File: src/rtl/seg7_time_reader_if.sv
// rtl/seg7_time_reader_if.sv - display inputs and decoded time outputs of the seven-segment time reader
interface seg7_time_reader_if;
  logic [6:0] h1;
  logic [6:0] h0;
  logic [6:0] m1;
  logic [6:0] m0;
  logic [6:0] s1;
  logic [6:0] s0;
  logic       colon;
  logic       check_en;
  logic       clear_ref;
  logic [5:0] hours;
  logic [5:0] minutes;
  logic [5:0] seconds;
  logic       valid;
  logic       dec_err;
  logic       seq_err;
  logic       colon_s;

  // Drives the display and control, observes the decoded time
  modport master (
    output h1, h0, m1, m0, s1, s0, colon, check_en, clear_ref,
    input  hours, minutes, seconds, valid, dec_err, seq_err, colon_s
  );

  // The reader itself
  modport slave (
    input  h1, h0, m1, m0, s1, s0, colon, check_en, clear_ref,
    output hours, minutes, seconds, valid, dec_err, seq_err, colon_s
  );
endinterface

File: src/rtl/seg7_time_reader.sv
// rtl/seg7_time_reader.sv - synchronizes, debounces and decodes a six-digit seven-segment clock display
module seg7_time_reader #(
  parameter int STABLE_CYCLES = 4
) (
  input logic              clk,
  input logic              rst,
  seg7_time_reader_if.slave bus
);

  localparam logic [1:0] S_WAIT   = 2'd0;
  localparam logic [1:0] S_SETTLE = 2'd1;
  localparam logic [1:0] S_EMIT   = 2'd2;

  localparam logic [7:0] LP_STABLE = 8'(STABLE_CYCLES);

  logic [41:0] r_seg_s1;
  logic [41:0] r_seg_s2;
  logic [41:0] r_prev;
  logic        r_col_s1;
  logic        r_col_s2;
  logic [1:0]  r_state;
  logic [7:0]  r_cnt;
  logic [5:0]  r_hours;
  logic [5:0]  r_minutes;
  logic [5:0]  r_seconds;
  logic [5:0]  r_ref_h;
  logic [5:0]  r_ref_m;
  logic [5:0]  r_ref_s;
  logic        r_ref_valid;
  logic        r_valid;
  logic        r_dec_err;
  logic        r_seq_err;

  logic        w_change;
  logic [4:0]  w_d_h1;
  logic [4:0]  w_d_h0;
  logic [4:0]  w_d_m1;
  logic [4:0]  w_d_m0;
  logic [4:0]  w_d_s1;
  logic [4:0]  w_d_s0;
  logic [6:0]  w_hours7;
  logic [6:0]  w_minutes7;
  logic [6:0]  w_seconds7;
  logic        w_dec_ok;
  logic [5:0]  w_inc_h;
  logic [5:0]  w_inc_m;
  logic [5:0]  w_inc_s;
  logic        w_seq_bad;

  // Returns {legal, digit}; blank is only legal where the caller allows it
  function automatic logic [4:0] seg_decode(input logic [6:0] seg, input logic blank_ok);
    case (seg)
      7'h3F:   return {1'b1, 4'd0};
      7'h06:   return {1'b1, 4'd1};
      7'h5B:   return {1'b1, 4'd2};
      7'h4F:   return {1'b1, 4'd3};
      7'h66:   return {1'b1, 4'd4};
      7'h6D:   return {1'b1, 4'd5};
      7'h7D:   return {1'b1, 4'd6};
      7'h07:   return {1'b1, 4'd7};
      7'h7F:   return {1'b1, 4'd8};
      7'h6F:   return {1'b1, 4'd9};
      7'h00:   return {blank_ok, 4'd0};
      default: return 5'd0;
    endcase
  endfunction

  // Two-flop synchronizers for the asynchronous display lines
  always_ff @(posedge clk or negedge rst) begin
    if (!rst) begin
      r_seg_s1 <= '0;
      r_seg_s2 <= '0;
      r_col_s1 <= 1'b0;
      r_col_s2 <= 1'b0;
      r_prev   <= '0;
    end else begin
      r_seg_s1 <= {bus.h1, bus.h0, bus.m1, bus.m0, bus.s1, bus.s0};
      r_seg_s2 <= r_seg_s1;
      r_col_s1 <= bus.colon;
      r_col_s2 <= r_col_s1;
      r_prev   <= r_seg_s2;
    end
  end

  assign w_change = (r_seg_s2 != r_prev);

  // The snapshot is taken from r_prev, which is the value that has been stable
  assign w_d_h1 = seg_decode(r_prev[41:35], 1'b1);
  assign w_d_h0 = seg_decode(r_prev[34:28], 1'b0);
  assign w_d_m1 = seg_decode(r_prev[27:21], 1'b0);
  assign w_d_m0 = seg_decode(r_prev[20:14], 1'b0);
  assign w_d_s1 = seg_decode(r_prev[13:7],  1'b0);
  assign w_d_s0 = seg_decode(r_prev[6:0],   1'b0);

  // Range checks use one extra bit so 99 cannot alias into a legal 6-bit value
  assign w_hours7   = {3'b000, w_d_h1[3:0]} * 7'd10 + {3'b000, w_d_h0[3:0]};
  assign w_minutes7 = {3'b000, w_d_m1[3:0]} * 7'd10 + {3'b000, w_d_m0[3:0]};
  assign w_seconds7 = {3'b000, w_d_s1[3:0]} * 7'd10 + {3'b000, w_d_s0[3:0]};

  assign w_dec_ok = w_d_h1[4] & w_d_h0[4] & w_d_m1[4] & w_d_m0[4] & w_d_s1[4] & w_d_s0[4]
                  & (w_hours7 < 7'd24) & (w_minutes7 < 7'd60) & (w_seconds7 < 7'd60);

  // Reference time advanced by one second with full wrap-around
  always_comb begin
    w_inc_h = r_ref_h;
    w_inc_m = r_ref_m;
    w_inc_s = r_ref_s + 6'd1;
    if (r_ref_s == 6'd59) begin
      w_inc_s = 6'd0;
      w_inc_m = r_ref_m + 6'd1;
      if (r_ref_m == 6'd59) begin
        w_inc_m = 6'd0;
        w_inc_h = (r_ref_h == 6'd23) ? 6'd0 : r_ref_h + 6'd1;
      end
    end
  end

  assign w_seq_bad = bus.check_en & r_ref_valid & ~bus.clear_ref
                   & ({w_hours7[5:0], w_minutes7[5:0], w_seconds7[5:0]} != {w_inc_h, w_inc_m, w_inc_s});

  // Settle FSM: wait for a change, count quiet cycles, emit once
  always_ff @(posedge clk or negedge rst) begin
    if (!rst) begin
      r_state <= S_WAIT;
      r_cnt   <= 8'd0;
    end else begin
      case (r_state)
        S_WAIT: begin
          if (w_change) begin
            r_state <= S_SETTLE;
            r_cnt   <= 8'd0;
          end
        end
        S_SETTLE: begin
          if (w_change) begin
            r_cnt <= 8'd0;
          end else begin
            r_cnt <= r_cnt + 8'd1;
            if (r_cnt + 8'd1 == LP_STABLE) begin
              r_state <= S_EMIT;
            end
          end
        end
        S_EMIT:  r_state <= S_WAIT;
        default: r_state <= S_WAIT;
      endcase
    end
  end

  // Output, error flags and sequence reference; clear_ref overrides any set
  always_ff @(posedge clk or negedge rst) begin
    if (!rst) begin
      r_hours     <= 6'd0;
      r_minutes   <= 6'd0;
      r_seconds   <= 6'd0;
      r_ref_h     <= 6'd0;
      r_ref_m     <= 6'd0;
      r_ref_s     <= 6'd0;
      r_ref_valid <= 1'b0;
      r_valid     <= 1'b0;
      r_dec_err   <= 1'b0;
      r_seq_err   <= 1'b0;
    end else begin
      r_valid   <= 1'b0;
      r_dec_err <= 1'b0;
      r_seq_err <= 1'b0;
      if (r_state == S_EMIT) begin
        r_valid <= 1'b1;
        if (!w_dec_ok) begin
          r_dec_err <= 1'b1;
        end else begin
          r_hours     <= w_hours7[5:0];
          r_minutes   <= w_minutes7[5:0];
          r_seconds   <= w_seconds7[5:0];
          r_seq_err   <= w_seq_bad;
          r_ref_h     <= w_hours7[5:0];
          r_ref_m     <= w_minutes7[5:0];
          r_ref_s     <= w_seconds7[5:0];
          r_ref_valid <= 1'b1;
        end
      end
      if (bus.clear_ref) begin
        r_ref_valid <= 1'b0;
      end
    end
  end

  assign bus.hours   = r_hours;
  assign bus.minutes = r_minutes;
  assign bus.seconds = r_seconds;
  assign bus.valid   = r_valid;
  assign bus.dec_err = r_dec_err;
  assign bus.seq_err = r_seq_err;
  assign bus.colon_s = r_col_s2;

endmodule

File: src/flat_wrapper.sv
// flat-port wrapper written by rule: the top's interface ports become plain ports
module seg7_time_reader_flat 
#(
  parameter int STABLE_CYCLES = 4
)
  (clk, rst, bus_h1, bus_h0, bus_m1, bus_m0, bus_s1, bus_s0, bus_colon, bus_check_en, bus_clear_ref, bus_hours, bus_minutes, bus_seconds, bus_valid, bus_dec_err, bus_seq_err, bus_colon_s);
  seg7_time_reader_if bus_i ();
  input logic clk;
  input logic rst;
  input wire logic [$bits(bus_i.h1)-1:0] bus_h1;
  input wire logic [$bits(bus_i.h0)-1:0] bus_h0;
  input wire logic [$bits(bus_i.m1)-1:0] bus_m1;
  input wire logic [$bits(bus_i.m0)-1:0] bus_m0;
  input wire logic [$bits(bus_i.s1)-1:0] bus_s1;
  input wire logic [$bits(bus_i.s0)-1:0] bus_s0;
  input wire logic [$bits(bus_i.colon)-1:0] bus_colon;
  input wire logic [$bits(bus_i.check_en)-1:0] bus_check_en;
  input wire logic [$bits(bus_i.clear_ref)-1:0] bus_clear_ref;
  output wire logic [$bits(bus_i.hours)-1:0] bus_hours;
  output wire logic [$bits(bus_i.minutes)-1:0] bus_minutes;
  output wire logic [$bits(bus_i.seconds)-1:0] bus_seconds;
  output wire logic [$bits(bus_i.valid)-1:0] bus_valid;
  output wire logic [$bits(bus_i.dec_err)-1:0] bus_dec_err;
  output wire logic [$bits(bus_i.seq_err)-1:0] bus_seq_err;
  output wire logic [$bits(bus_i.colon_s)-1:0] bus_colon_s;
  assign bus_i.h1 = bus_h1;
  assign bus_i.h0 = bus_h0;
  assign bus_i.m1 = bus_m1;
  assign bus_i.m0 = bus_m0;
  assign bus_i.s1 = bus_s1;
  assign bus_i.s0 = bus_s0;
  assign bus_i.colon = bus_colon;
  assign bus_i.check_en = bus_check_en;
  assign bus_i.clear_ref = bus_clear_ref;
  assign bus_hours = bus_i.hours;
  assign bus_minutes = bus_i.minutes;
  assign bus_seconds = bus_i.seconds;
  assign bus_valid = bus_i.valid;
  assign bus_dec_err = bus_i.dec_err;
  assign bus_seq_err = bus_i.seq_err;
  assign bus_colon_s = bus_i.colon_s;
  seg7_time_reader #(.STABLE_CYCLES(STABLE_CYCLES)) u_core (.clk(clk), .rst(rst), .bus(bus_i));
endmodule
File: config.mk
export PLATFORM = sky130hd
export DESIGN_NAME = seg7_time_reader_flat
export DESIGN_NICKNAME = d
export VERILOG_FILES = /design/src/rtl/seg7_time_reader_if.sv /design/src/rtl/seg7_time_reader.sv /design/src/flat_wrapper.sv
export SDC_FILE = /design/constraint.sdc
export NUM_CORES = 1
export LEC_CHECK = 0
export ABC_AREA = 1
export CAP_MARGIN = 0
export CORE_AREA = 2 2 130 132
export DETAILED_ROUTE_END_ITERATION = 16
export DIE_AREA = 0 0 132 134
export PLACE_DENSITY = 0.75
export SLEW_MARGIN = 20
export SYNTH_ARGS = -nofsm -noshare
export SYNTH_HDL_FRONTEND = slang
export SYNTH_SLANG_ARGS = --single-unit
File: constraint.sdc
create_clock -name clk -period 4.75 [get_ports clk]
set_input_delay 0.95 -clock clk [delete_from_list [all_inputs] [get_ports clk]]
set_output_delay 0.95 -clock clk [all_outputs]
set_load 0.005 [all_outputs]
==> flow_summary.ini, run 1 <==
[timing]
hold_violations_final = 0
rsz0062_at_grt = no
setup_viol = 0
worst_slew_pin_slew_ps = 609
fmax_mhz = 288
layout_min_cycle_time_ps = 3470
setup_tns_final_ps = 0
clock-skew-final_ps = 12.4
finalCritPeriodShare_pct = 73.1
drv_slew = 0
max_slew_margin_pct = 59.4

[global_route]
global_route.usage.met1_pct = 25.3
largest_net_degree_at_the_start_of_global_routing = 96
global_route.usage.total_pct = 19.2
grt.overflow.total = 0
global_route_wire_length_before_repair_mm = 27.4
groute.layer.met3.usage_pct = 3.78
grt_pass1_vias = 5866
number_of_antenna_violations_at_the_first_check_in_global_routing = 0
gr-usage-met2_pct = 31.9
busiest_layer = met2

[synth]
post_synth_main_area_contributors = sky130_fd_sc_hd__dfrtp_1 (50%), sky130_fd_sc_hd__nand2_1 (13%), sky130_fd_sc_hd__nand3_1 (6.2%), sky130_fd_sc_hd__nor2_1 (5.0%), sky130_fd_sc_hd__inv_1 (4.5%)
async_flop_share_pct = 100
synth.cells.most_frequent = sky130_fd_sc_hd__nand2_1 (280), sky130_fd_sc_hd__dfrtp_1 (160), sky130_fd_sc_hd__nor2_1 (107)
summed_instance_area_of_the_synthesized_netlist_um2 = 7980
synth-edff-count = 0
synth_largest_type_area_fraction_pct = 50.1
syn_area_per_cell_um2 = 8.46
yosys_warnings = 0
post-synth-top-count-cell = sky130_fd_sc_hd__nand2_1
yosysUniqueCellTypes = 36
post_synth_inst_count = 944
synth.yosys.seq_area_share_pct = 50.1
dominantRegCellSynth = sky130_fd_sc_hd__dfrtp_1
synth.net_count = 1019
synth_seq_cells = 160
synth_top_area_cell = sky130_fd_sc_hd__dfrtp_1

[layout]
drive_gt1_share_pct = 7.99
area_growth_syn_to_layout_pct = 18.9
antennaDiodeCount = 0
nNetsFinal = 1101
final_cell_count_no_fill = 1259
fill_cells = 1368

[clock_tree]
clk_latency_ps = 430
cts.path.max_buffers = 2
clkTransAtPathRegs_ps = 70
root_buffer = sky130_fd_sc_hd__clkbuf_16
cts_tree = yes
htree_num_levels = 4
cts_repair_resize_count = 0
cts_made_buffers = 17
clock-sinks = 160
postCtsSetupBuffers = 0
cts.hold.buffers_added = 0

[die]
die_height_um = 134
placeableCoreArea_um2 = 16300
design.portCount = 69
floorplan.initialDensity_pct = 49.0
die-width_um = 132
std_cell_rows = 47
dieArea_um2 = 17700

[worst_setup_path]
r2r_slack_ps = 1280
cpPeakStageDelay_ps = 490
timing.critical_path.from = u_core.r_prev[39]
timing.critical_path.arrival_ps = 3840
setup.worst_path.end = u_core.bus.seq_err
timing.critical_path.fanout_max = 19
r2r-start = u_core.r_prev[39]
start_kind = flop
timing.rr.end = u_core.bus.seq_err
path_cells = inv_1, nand2_1, nor2_1, nand2_1, and2_1, nand3_1, ha_1, ha_1, fa_1, inv_1, xor2_1, nand2_1, nor2_4, nand3_2, nor2_8, nand3_1, nor2_1
critical_path_class = flop to flop
slowest_library_cell_on_the_worst_path = sky130_fd_sc_hd__fa_1
critPathRequiredTime_ps = 5120
critical_path.most_common_cell = sky130_fd_sc_hd__nand2_1
rr_worst_depth = 17
crit_path_end_kind = flop

[place]
place_hpwl_mm = 11.3
dpl.cell_count = 1227
place_congestion = 0.905
placement.io_buffers = 68

[power_and_ir_drop]
portion_of_total_power_attributed_to_combinational_logic_pct = 6.4
power.sequential.fraction_pct = 48.9
switching_share_pct = 25.4
share_clk_of_total_power_pct = 44.8
internal_power_uw = 2230
ir_drop_mv = 0.244
leakage_uw = 0.00483
net-switching-power_uw = 761
powerDensity_nw_per_um2 = 315

[route]
vias = 6324
initialDrtViolationCount = 397
first_pass_iters = 7
route.antenna.remaining_nets = 0
wl_per_cell_um = 12.6
routed_wl_mm = 15.8
drc = 0
avgViaCountPerCell = 5.02

[run]
maxCapViolCount = 0

[worst_hold_path]
hold_path_class = flop to flop

[run_status]
run_status = finished clean
[routing by layer]
layer  vias to the layer above  wire, um
li1                       3176         -
met1                      2982      7190
met2                       150      7760
met3                        16       663
met4                         0       211
met5                         -         0
[cell type report]
class / count / area (um^2) / area share (%)
Clock buffer: 19 / 453 / 4.77
Sequential cell: 160 / 4000 / 42.2
Clock inverter: 13 / 133 / 1.40
Tap cell: 220 / 275 / 2.90
Timing Repair Buffer: 70 / 709 / 7.47
Multi-Input combinational cell: 675 / 3540 / 37.3
Inverter: 102 / 383 / 4.03
[cell usage in the layout, fill, tap and decap left out, types with 2 or more instances in the layout]
| cell type | instances |
|---|---|
| sky130_fd_sc_hd__nor3_2 | 2 |
| sky130_fd_sc_hd__dfrtp_1 | 160 |
| sky130_fd_sc_hd__inv_6 | 5 |
| sky130_fd_sc_hd__nand3b_1 | 7 |
| sky130_fd_sc_hd__nor2_2 | 4 |
| sky130_fd_sc_hd__clkdlybuf4s50_1 | 67 |
| sky130_fd_sc_hd__xor2_1 | 27 |
| sky130_fd_sc_hd__nor2_1 | 107 |
| sky130_fd_sc_hd__nor2_4 | 5 |
| sky130_fd_sc_hd__nand3_1 | 99 |
| sky130_fd_sc_hd__o21ai_0 | 9 |
| sky130_fd_sc_hd__o211ai_1 | 3 |
| sky130_fd_sc_hd__ha_1 | 22 |
| sky130_fd_sc_hd__nand2_1 | 280 |
| sky130_fd_sc_hd__a21oi_2 | 2 |
| sky130_fd_sc_hd__nor3_1 | 20 |
| sky130_fd_sc_hd__nand4_1 | 22 |
| sky130_fd_sc_hd__inv_1 | 96 |
| sky130_fd_sc_hd__inv_2 | 6 |
| sky130_fd_sc_hd__or2_2 | 12 |
| sky130_fd_sc_hd__clkbuf_16 | 17 |
| sky130_fd_sc_hd__nor2_8 | 2 |
| sky130_fd_sc_hd__o21bai_2 | 2 |
| sky130_fd_sc_hd__inv_8 | 5 |
| sky130_fd_sc_hd__xnor2_1 | 20 |
| sky130_fd_sc_hd__nand2_2 | 10 |
| sky130_fd_sc_hd__a21oi_1 | 6 |
| sky130_fd_sc_hd__clkbuf_8 | 2 |
| sky130_fd_sc_hd__fa_1 | 6 |
[cell families after synthesis]
group                    after synthesis  share of synthesized area, %
buffers and inverters                109                          5.55
AND/OR/NAND/NOR                      576                          32.3
XOR/XNOR                              47                          5.16
flip-flops                           160                          50.1
AO/OA/AOI/OAI                         24                          1.90
adder cells (fa/ha/maj)               28                          4.95
[registers in the layout (all words and copies together) (netlist names)]
register	flops
u_core.r_prev	42
u_core.r_seg_s1	42
u_core.r_seg_s2	42
u_core.r_cnt	8
u_core.bus.hours	6
u_core.bus.minutes	6
u_core.bus.seconds	6
u_core.r_state	2
u_core.bus.colon_s	1
u_core.bus.dec_err	1
u_core.bus.seq_err	1
u_core.bus.valid	1
u_core.r_col_s1	1
u_core.r_ref_valid	1
[worst max-delay path, delay by kind of cell, from the launching register on]
family	cells	cell delay, ps
xor gates and xnor gates	1	290
adders and majority gates	3	980
buffers and inverters	2	200
DFF	1	410
and+or+nand+nor	11	1530
[power groups by stage]
stage,Combinational [uW],Sequential [uW],Clock (uW)
floorplan,105,1470,0
global placement,188,1480,0
detailed placement,191,1490,0
CTS,193,1460,1370
global route,217,1470,1430
finish,190,1460,1340
[through the flow]
stage	hold WS [ps]	utilization, %	power [uW]	setup slack (ps)	cell area, um^2
finish	345	58.3	2990	1280	9490
global route	354	58.3	3120	997	9490
CTS	348	58.3	3030	1310	9490
detailed placement	335	54.7	1680	1330	8910
global placement	332	54.7	1670	1400	8910
floorplan	331	-	1580	1730	7980
[worst min-delay path by stage]
stage                                   start                  end  slack (ps)  cells after the start
after floorplan               u_core.r_col_s1   u_core.bus.colon_s         330                      0
final                     u_core.r_seg_s1[35]  u_core.r_seg_s2[35]         350                      0
after global routing      u_core.r_seg_s1[12]  u_core.r_seg_s2[12]         350                      0
after CTS                 u_core.r_seg_s1[35]  u_core.r_seg_s2[35]         350                      0
after global placement     u_core.r_seg_s1[6]   u_core.r_seg_s2[6]         330                      0
after detailed placement  u_core.r_seg_s1[35]  u_core.r_seg_s2[35]         330                      0
Power figures use the tool's default switching activity.
==> run 2: changes to the inputs <==
Settings changed: PLACE_DENSITY 0.75 to 0.77.
Clock period 4.75 ns to 3 ns, I/O delays scaled along.
==> run 2 against run 1 <==
  * The run now ends with negative setup slack left
  * Maximum frequency rose by 4.7%
  * Die area did not move
  * Clock skew rose by 5.3 ps
  * Total power rose by 63%
  * Worst hold slack got worse by 280 ps
  * Register-to-register slack got worse by 1600 ps
  * Non-clock buffer count rose by 101
  * Utilization rose by 6.5 points
  * Critical path depth rose by 8
  * Sequential cell count did not move
  * Sequential share of layout area fell by 4.2 points
  * Largest cell class unchanged
==> flow_summary.ini, run 2 (synthesis results as in run 1) <==
[clock_tree]
cts_made_buffers = 17
cts_tree = yes
root_buffer = sky130_fd_sc_hd__clkbuf_16
cts.path.max_buffers = 2
htree_num_levels = 4
clk_latency_ps = 440
clkTransAtPathRegs_ps = 70
clock-sinks = 160

[layout]
layout_common_cells = sky130_fd_sc_hd__nand2_1 (276), sky130_fd_sc_hd__dfrtp_1 (157), sky130_fd_sc_hd__nor2_1 (97), sky130_fd_sc_hd__buf_4 (97), sky130_fd_sc_hd__nand3_1 (95)
antennaDiodeCount = 0
final_cell_count_no_fill = 1360
mostFrequentLayoutCell = sky130_fd_sc_hd__nand2_1
area_growth_syn_to_layout_pct = 32.2
reg_top3 = u_core.r_prev x42, u_core.r_seg_s1 x42, u_core.r_seg_s2 x42
drive_gt1_share_pct = 20.3
fill_cells = 1274
nNetsFinal = 1202

[timing]
clock-skew-final_ps = 17.7
hold_violations_final = 0
worst_slew_pin_slew_ps = 562
setup_tns_final_ps = -6160
setup_viol = 21
fin_ws_ps = -315
rsz0062_at_grt = yes
finalCritPeriodShare_pct = 111
drv_slew = 0
fin_hold_ws_ps = 64.4
fmax_mhz = 302
max_slew_margin_pct = 62.2
layout_min_cycle_time_ps = 3320

[power_and_ir_drop]
share_clk_of_total_power_pct = 44.4
ir_drop_mv = 0.377
power.sequential.fraction_pct = 47.5
p_total_uw = 4870
internal_power_uw = 3630
net-switching-power_uw = 1240
switching_share_pct = 25.5
powerDensity_nw_per_um2 = 462
portion_of_total_power_attributed_to_combinational_logic_pct = 8.1
leakage_uw = 0.00532

[worst_setup_path]
rr_worst_depth = 25
critical_path.most_common_cell = sky130_fd_sc_hd__buf_4
crit_path_end_kind = flop
cpPeakStageDelay_ps = 420
r2r_slack_ps = -320
r2r-start = u_core.r_prev[8]
timing.critical_path.arrival_ps = 3630
crit_buf_inv = 14
timing.critical_path.max_delay_family = buffers and inverters
timing.rr.end = u_core.bus.seconds[0]
start_kind = flop
critical_path_class = flop to flop
slowest_library_cell_on_the_worst_path = sky130_fd_sc_hd__dfrtp_1
timing.critical_path.fanout_max = 19
critPathRequiredTime_ps = 3320

[die]
placeableCoreArea_um2 = 16300
die_height_um = 134
std_cell_rows = 47
floorplan.initialDensity_pct = 49.0
dieArea_um2 = 17700
die-width_um = 132
design.portCount = 69

[global_route]
global_route.usage.total_pct = 22.3
grt_pass1_vias = 6847
global_route_wire_length_before_repair_mm = 31.5
largest_net_degree_at_the_start_of_global_routing = 75
number_of_antenna_violations_at_the_first_check_in_global_routing = 0
grt.overflow.total = 0

[place]
post-place-ws_ps = -197
dpl.cell_count = 1302
place_congestion = 0.879
place_hpwl_mm = 12.4
placement.io_buffers = 68

[route]
wl_per_cell_um = 13.6
drc = 0
first_pass_iters = 5
routed_wl_mm = 18.5
initialDrtViolationCount = 418
avgViaCountPerCell = 4.98
route.antenna.remaining_nets = 0
vias = 6772

[worst_hold_path]
hold_path_class = input pin to async pin

[run_status]
run_status = complete, but fails checks
violated_checks = negative setup slack

[run]
maxCapViolCount = 0
==> run 2: per-layer routing <==
layer,vias up,GRT usage (%),wire length [um]
met3,49,4.84,810
met1,3178,26.6,7800
met4,0,10.5,556
li1,3361,-,-
met2,184,38.7,9330
met5,-,0,0
==> run 2: through the flow <==
step | util [%] | cell area (um^2)
floorplan | - | 8000
global placement | 58.5 | 9520
detailed placement | 58.5 | 9520
global route | 64.8 | 10600
finish | 64.8 | 10600
CTS | 64.1 | 10400
==> run 2: worst max-delay path by stage <==
stage / startpoint / to / depth (start not counted)
CTS: u_core.r_prev[10] / u_core.bus.seq_err / 20
floorplan: u_core.r_prev[39] / u_core.bus.seconds[2] / 18
detailed placement: u_core.r_prev[8] / u_core.bus.seq_err / 21
global route: u_core.r_prev[8] / u_core.bus.seconds[0] / 25
global placement: u_core.r_prev[10] / u_core.bus.hours[4] / 18
finish: u_core.r_prev[8] / u_core.bus.seconds[0] / 25
==> run 2: cell type report <==
cell class	count	area, um^2	area share (%)
Sequential cell	160	4010	38.0
Clock buffer	17	425	4.03
Inverter	102	383	3.63
Clock inverter	15	168	1.59
Timing Repair Buffer	171	1530	14.5
Multi-Input combinational cell	675	3770	35.7
Tap cell	220	275	2.61
==> run 2: what timing repair did <==
action	4_1_cts	5_1_grt
gates cloned	1	0
hold buffers	0	0
gates resized for setup	41	19
endpoints found under the setup margin	21	21
pin swaps	8	5
setup buffers	21	4
==> run 2: power groups by stage <==
stage	sequential [uW]	combinational, uW	clock (uW)
2_1_floorplan	2330	166	0
3_3_place_gp	2340	355	0
3_5_place_dp	2350	363	0
4_1_cts	2310	388	2200
5_1_grt	2320	438	2300
6_report	2310	393	2170
==> run 2: worst reg2reg max path: cells and delay by family, from the launching register on <==
family | cells | cell delay, ps
buf+inv | 14 | 1790
simple gates | 10 | 910
flops | 1 | 420
compound gates | 1 | 100
==> run 3: changes to the inputs <==
Settings changed: CAP_MARGIN 0 to unset, CTS_CLUSTER_DIAMETER set to 120.
==> results of run 3 <==
Final layout, timing and power as in run 2 (identical DEF).
